[src/rtl/cfg_pkg.sv]
// Shared types for the configuration dispatcher: field widths, the layer
// descriptor as it sits in the FIFO, and the issue FSM state encoding.
package cfg_pkg;

  localparam int DATA_CWIDTH = 64;
  localparam int WICP_CWIDTH = 64;
  localparam int TMPC_CWIDTH = 32;
  localparam int POST_CWIDTH = 32;

  typedef struct packed {
    logic [DATA_CWIDTH-1:0] data;
    logic [WICP_CWIDTH-1:0] wicp;
    logic [TMPC_CWIDTH-1:0] tmpc;
    logic [POST_CWIDTH-1:0] post;
  } cfg_desc_t;

  typedef enum logic [1:0] {
    IDLE      = 2'd0,
    ISSUE     = 2'd1,
    WAIT_ACK  = 2'd2,
    WAIT_DONE = 2'd3
  } disp_state_e;

endpackage

[src/rtl/cfg_desc_fifo.sv]
// Synchronous descriptor FIFO. full/empty are decoded from the registered
// occupancy count; a push while full or a pop while empty is ignored.
module cfg_desc_fifo
  import cfg_pkg::*;
#(
  parameter int DEPTH = 4
) (
  input  logic      clk,
  input  logic      rst_n,
  input  logic      push,
  input  logic      pop,
  input  cfg_desc_t din,
  output logic      full,
  output logic      empty,
  output cfg_desc_t head
);

  localparam int AW = $clog2(DEPTH);
  localparam logic [AW:0] FULL_CNT = (AW+1)'(DEPTH);

  cfg_desc_t     mem [DEPTH];
  logic [AW-1:0] wr_ptr;
  logic [AW-1:0] rd_ptr;
  logic [AW:0]   count;
  logic          do_push;
  logic          do_pop;

  assign full    = (count == FULL_CNT);
  assign empty   = (count == '0);
  assign do_push = push && !full;
  assign do_pop  = pop && !empty;
  assign head    = mem[rd_ptr];

  // Storage write; contents need no reset because count gates visibility.
  always_ff @(posedge clk) begin
    if (do_push) mem[wr_ptr] <= din;
  end

  // Pointers wrap naturally since DEPTH is a power of two.
  always_ff @(posedge clk) begin
    if (!rst_n) begin
      wr_ptr <= '0;
      rd_ptr <= '0;
      count  <= '0;
    end else begin
      if (do_push) wr_ptr <= wr_ptr + 1'b1;
      if (do_pop)  rd_ptr <= rd_ptr + 1'b1;
      case ({do_push, do_pop})
        2'b10:   count <= count + 1'b1;
        2'b01:   count <= count - 1'b1;
        default: count <= count;
      endcase
    end
  end

endmodule

[src/rtl/cfg_dispatcher.sv]
// Initiator end of the accelerator cfg_valid/cfg_busy port: buffers host
// descriptors, issues one per run, waits for the accelerator to pick it up
// (busy rising) and to finish (busy falling), counts completed layers and
// flags a sticky error when the pick-up never comes.
module cfg_dispatcher
  import cfg_pkg::*;
#(
  parameter int DEPTH       = 4,
  parameter int ACK_TIMEOUT = 16,
  parameter int CWIDTH      = 16
) (
  input  logic                   clk,
  input  logic                   rst_n,
  input  logic                   desc_valid,
  output logic                   desc_ready,
  input  logic [DATA_CWIDTH-1:0] desc_data,
  input  logic [WICP_CWIDTH-1:0] desc_wicp,
  input  logic [TMPC_CWIDTH-1:0] desc_tmpc,
  input  logic [POST_CWIDTH-1:0] desc_post,
  input  logic                   enable,
  input  logic                   err_clear,
  output logic                   cfg_valid,
  output logic [DATA_CWIDTH-1:0] cfg_data_data,
  output logic [WICP_CWIDTH-1:0] cfg_wicp_data,
  output logic [TMPC_CWIDTH-1:0] cfg_tmpc_data,
  output logic [POST_CWIDTH-1:0] cfg_post_data,
  input  logic                   cfg_busy,
  output logic [CWIDTH-1:0]      layer_cnt,
  output logic                   layer_done,
  output logic                   idle,
  output logic                   ack_timeout
);

  localparam int TW = $clog2(ACK_TIMEOUT + 1);
  localparam logic [TW-1:0] TO_LAST = TW'(ACK_TIMEOUT - 1);

  disp_state_e   state_q;
  disp_state_e   state_d;
  cfg_desc_t     desc_in;
  cfg_desc_t     fifo_head;
  logic          fifo_full;
  logic          fifo_empty;
  logic          push;
  logic          pop;
  logic          timeout_hit;
  logic          done_hit;
  logic [TW-1:0] to_cnt;

  assign desc_in.data = desc_data;
  assign desc_in.wicp = desc_wicp;
  assign desc_in.tmpc = desc_tmpc;
  assign desc_in.post = desc_post;

  assign push       = desc_valid && !fifo_full;
  assign desc_ready = !fifo_full;
  assign cfg_valid  = (state_q == ISSUE);
  assign idle       = (state_q == IDLE) && fifo_empty;

  cfg_desc_fifo #(.DEPTH(DEPTH)) u_fifo (
    .clk   (clk),
    .rst_n (rst_n),
    .push  (push),
    .pop   (pop),
    .din   (desc_in),
    .full  (fifo_full),
    .empty (fifo_empty),
    .head  (fifo_head)
  );

  // Next-state logic; a busy accelerator or a pending error blocks issue.
  always_comb begin
    state_d     = state_q;
    pop         = 1'b0;
    timeout_hit = 1'b0;
    done_hit    = 1'b0;
    case (state_q)
      IDLE: begin
        if (enable && !fifo_empty && !cfg_busy && !ack_timeout) begin
          pop     = 1'b1;
          state_d = ISSUE;
        end
      end
      ISSUE: state_d = WAIT_ACK;
      WAIT_ACK: begin
        if (cfg_busy) begin
          state_d = WAIT_DONE;
        end else if (to_cnt == TO_LAST) begin
          timeout_hit = 1'b1;
          state_d     = IDLE;
        end
      end
      WAIT_DONE: begin
        if (!cfg_busy) begin
          done_hit = 1'b1;
          state_d  = IDLE;
        end
      end
      default: state_d = IDLE;
    endcase
  end

  // State register; reset abandons any run in flight.
  always_ff @(posedge clk) begin
    if (!rst_n) state_q <= IDLE;
    else        state_q <= state_d;
  end

  // Descriptor output registers, loaded on pop and held until the next issue.
  always_ff @(posedge clk) begin
    if (!rst_n) begin
      cfg_data_data <= '0;
      cfg_wicp_data <= '0;
      cfg_tmpc_data <= '0;
      cfg_post_data <= '0;
    end else if (pop) begin
      cfg_data_data <= fifo_head.data;
      cfg_wicp_data <= fifo_head.wicp;
      cfg_tmpc_data <= fifo_head.tmpc;
      cfg_post_data <= fifo_head.post;
    end
  end

  // Counts WAIT_ACK cycles spent without busy; restarted by every strobe.
  always_ff @(posedge clk) begin
    if (!rst_n)                              to_cnt <= '0;
    else if (state_q == ISSUE)               to_cnt <= '0;
    else if (state_q == WAIT_ACK && !cfg_busy) to_cnt <= to_cnt + 1'b1;
  end

  // Sticky timeout flag; a clear wins over a timeout in the same cycle.
  always_ff @(posedge clk) begin
    if (!rst_n)           ack_timeout <= 1'b0;
    else if (err_clear)   ack_timeout <= 1'b0;
    else if (timeout_hit) ack_timeout <= 1'b1;
  end

  // Completion pulse and wrapping layer counter.
  always_ff @(posedge clk) begin
    if (!rst_n) begin
      layer_cnt  <= '0;
      layer_done <= 1'b0;
    end else begin
      layer_done <= done_hit;
      if (done_hit) layer_cnt <= layer_cnt + 1'b1;
    end
  end

endmodule

[config.mk]
export PLATFORM = sky130hd
export DESIGN_NAME = cfg_dispatcher
export DESIGN_NICKNAME = d
export VERILOG_FILES = /design/src/rtl/cfg_pkg.sv /design/src/rtl/cfg_desc_fifo.sv /design/src/rtl/cfg_dispatcher.sv
export SDC_FILE = /design/constraint.sdc
export NUM_CORES = 1
export LEC_CHECK = 0
export CAP_MARGIN = 5
export CELL_PAD_IN_SITES_DETAIL_PLACEMENT = 0
export CELL_PAD_IN_SITES_GLOBAL_PLACEMENT = 1
export CORE_MARGIN = 2
export CORE_UTILIZATION = 45
export CTS_CLUSTER_SIZE = 30
export DETAILED_ROUTE_END_ITERATION = 12
export DONT_BUFFER_PORTS = 1
export PLACE_DENSITY = 0.73
export SLEW_MARGIN = 20
export SYNTH_ARGS = -nofsm -noshare
export SYNTH_HDL_FRONTEND = slang
export SYNTH_SLANG_ARGS = --single-unit
[constraint.sdc]
create_clock -name clk -period 9.21 [get_ports clk]
set_clock_uncertainty 0.05 [all_clocks]
set_input_delay 1.842 -clock clk [delete_from_list [all_inputs] [get_ports clk]]
set_output_delay 1.842 -clock clk [all_outputs]
set_load 0.02 [all_outputs]
==> results.yml <==
global_route:
  gr-total-overflow: 0
  grt_util_all_layers: 0.1853
  grt_pass1_wl_um: 113700
  grt_pass1_vias: 18080
  grt_max_degree: 194
  antenna_found_initial: 0
final_layout:
  fillers: 6397
  nets: 2224
  layout_commonest_cell: "edfxtp_1"
  multi_input_area_sq_mm: 0.007594
  drive_gt1_frac: 0.1795
  final_util: 0.5086
  regArea_sq_mm: 0.02755
  final_cell_mix: "edfxtp_1 (768), nand2_1 (396), dfxtp_1 (222), a21oi_1 (199), mux4_2 (192)"
  syn_to_final_growth_pct: 11.91
  num_antenna_cells: 0
  final_cells: 3156
setup_path:
  endpoint_kind: "primary output"
  critPathKind: "reg -> out"
  critPathLaunchType: "flop"
  cp_max_fo: 4
  r2r_setup_slack_ns: 5.85
  crit_arrival_ns: 2.10
  critical_path_required_ns: 7.32
clock_tree:
  clock-sinks: 992
  tritoncts: "yes"
  cts-buffers-inserted: 101
  postCtsSetupBuffers: 0
  clockBufferDepth: 3
  clk_pin_slew_ns: 0.05
  root_buffer: "clkbuf_16"
  post_cts_resize_count: 0
  cts_hold_buf: 0
  h-tree-depth: 3
  worstSkewPairLatency_ns: 0.65
pwr:
  p_total_mw: 10.26
  power.density_mw_per_mm2: 255.7
  seqPwrFrac: 0.526
  p_int_mw: 7.875
  p_sw_mw: 2.381
  switching_share: 0.2322
  clkPwrFrac: 0.398
  leakage_nw: 12.41
  vdd_ir_drop_max_uv: 166.7
  pwr-share-comb: 0.076
sta:
  fin_crit_sh: 0.4336
  drv_slew: 0
  tns_ns: 0
  max-slew-margin-rel: 0.2525
  fin_crit_ns: 3.993
  grt_setup_unrepaired: "no"
  timing.hold.ws_ns: 0.4504
  hold_violations: 0
  setup_viol: 0
  worstMarginPinSlew_ns: 1.121
  fmax_ghz: 0.2504
synthesis:
  avgSynthCellArea_sq_um: 17.86
  ys_warn_count: 0
  yosysSeqAreaShare: 0.7685
  yosysUniqueCellTypes: 36
  syn_inst: 2007
  syn_area_sq_mm: 0.03585
  ys_ff_latch: 992
  synth_fp_nets: 2214
route:
  wl_per_cell_um: 24.32
  route.detailed.drc: 0
  antenna_left: 0
  routed_wl_um: 76740
  routed-via-count: 17230
  viasPerCell: 5.458
  firstDrtPassIters: 7
  initialDrtViolationCount: 1194
floorplan:
  initial_core_util: 0.4545
  die_area_sq_mm: 0.08193
  io_pins: 411
  die_x_um: 286.2
  coreArea_sq_mm: 0.07887
  num_rows: 103
  die_h_um: 286.2
min_path:
  hold_path_class: "reg -> reg"
job:
  max-cap-violations: 0
placed_design:
  dp_hpwl_um: 42690
  place.gp.congestion: 0.7577
  numPortBuffers: 0
  placed_cells: 2964
run_status:
  status: "complete, no violations"
area by class of cell:
type                    instances  share of cell area
flip-flops and latches        992              0.6869
repair buffers                 18            0.004928
multi-input cells             892              0.1893
well taps                    1050             0.03275
clock buffers                 140             0.06993
inverters                      12            0.001435
clock inverters                52             0.01482
kinds of logic (layout without fill, tap and decap cells):
logic type,count (synthesis),count (layout),share of synthesized area
muxes,197,197,0.1220
DFF,992,992,0.7685
buffers and inverters,123,222,0.02024
adders and majority gates,9,9,0.003351
and+or+nand+nor,464,464,0.05274
AOI/OAI and AO/OA,203,203,0.02852
xor gates and xnor gates,19,19,0.004642
worst max-delay path, cell delays in order, from the launching register on:
cell and delay (ns):
dfxtp_1 0.33, or3_1 0.44, nor3_1 0.70
synthesized netlist by cell type, drive strengths merged:
master / instances / area (sq um)
nand3b: 1 / 11.26
fa: 1 / 20.02
xnor2: 13 / 113.9
buf: 80 / 564.3
nor2: 28 / 105.1
a211oi: 1 / 7.510
nand2b: 4 / 25.02
nor4: 5 / 56.31
and4b: 1 / 10.01
nand3: 6 / 30.03
nor3b: 1 / 12.51
xor2: 6 / 52.55
nand2: 396 / 1486
a31o: 1 / 8.760
a21oi: 199 / 996.0
inv: 12 / 45.05
and3: 5 / 31.28
nor3: 6 / 30.03
ha: 8 / 100.1
or3: 2 / 12.51
mux4: 192 / 4324
o21ai: 2 / 10.01
nand4: 7 / 65.06
clkbuf: 31 / 116.4
edfxtp: 768 / 23060
or3b: 1 / 8.760
mux2i: 5 / 50.05
and2: 1 / 6.260
dfxtp: 224 / 4484
state kept, by name, indices dropped and copies added (netlist names):
register and flops:
u_fifo.mem 768, cfg_data_data 64, u_fifo.count 3, ack_timeout 1, cfg_post_data 32, layer_done 1, to_cnt 5, cfg_wicp_data 64
u_fifo.wr_ptr 2, state_q 2, u_fifo.rd_ptr 2, layer_cnt 16, cfg_tmpc_data 32
final timing paths:
check,startpoint,to,depth (start not counted)
worst min-delay path,u_fifo.wr_ptr[1],u_fifo.wr_ptr[1],2
worst max register to register,u_fifo.count[0],u_fifo.mem[0][25],4
worst max-delay path,u_fifo.count[2],idle,2
worst min register to register,u_fifo.wr_ptr[1],u_fifo.wr_ptr[1],2
metrics by stage:
stage                     worst slack (ns)  cell area [sq um]
after CTS                            5.196              40120
after global routing                 5.189              40120
after detailed placement             4.794              36720
after global placement               4.781              36720
after floorplan                      2.322              35850
final                                5.217              40120
power by group through the flow:
stage | Combinational (mW) | Clock (mW) | Sequential, mW
6_report | 0.781 | 4.08 | 5.39
3_5_place_dp | 0.802 | 0 | 5.49
5_1_grt | 0.863 | 4.35 | 5.42
4_1_cts | 0.804 | 4.18 | 5.40
2_1_floorplan | 0.664 | 0 | 5.45
3_3_place_gp | 0.794 | 0 | 5.47
metal layers:
metal	routed length, um	part of all wire	global-route usage
met1	29590	0.39	0.2236
met2	38970	0.51	0.3179
met3	6238	0.081	0.05771
met4	1947	0.025	0.05969
met5	0	0	0
Power figures use the tool's default switching activity.
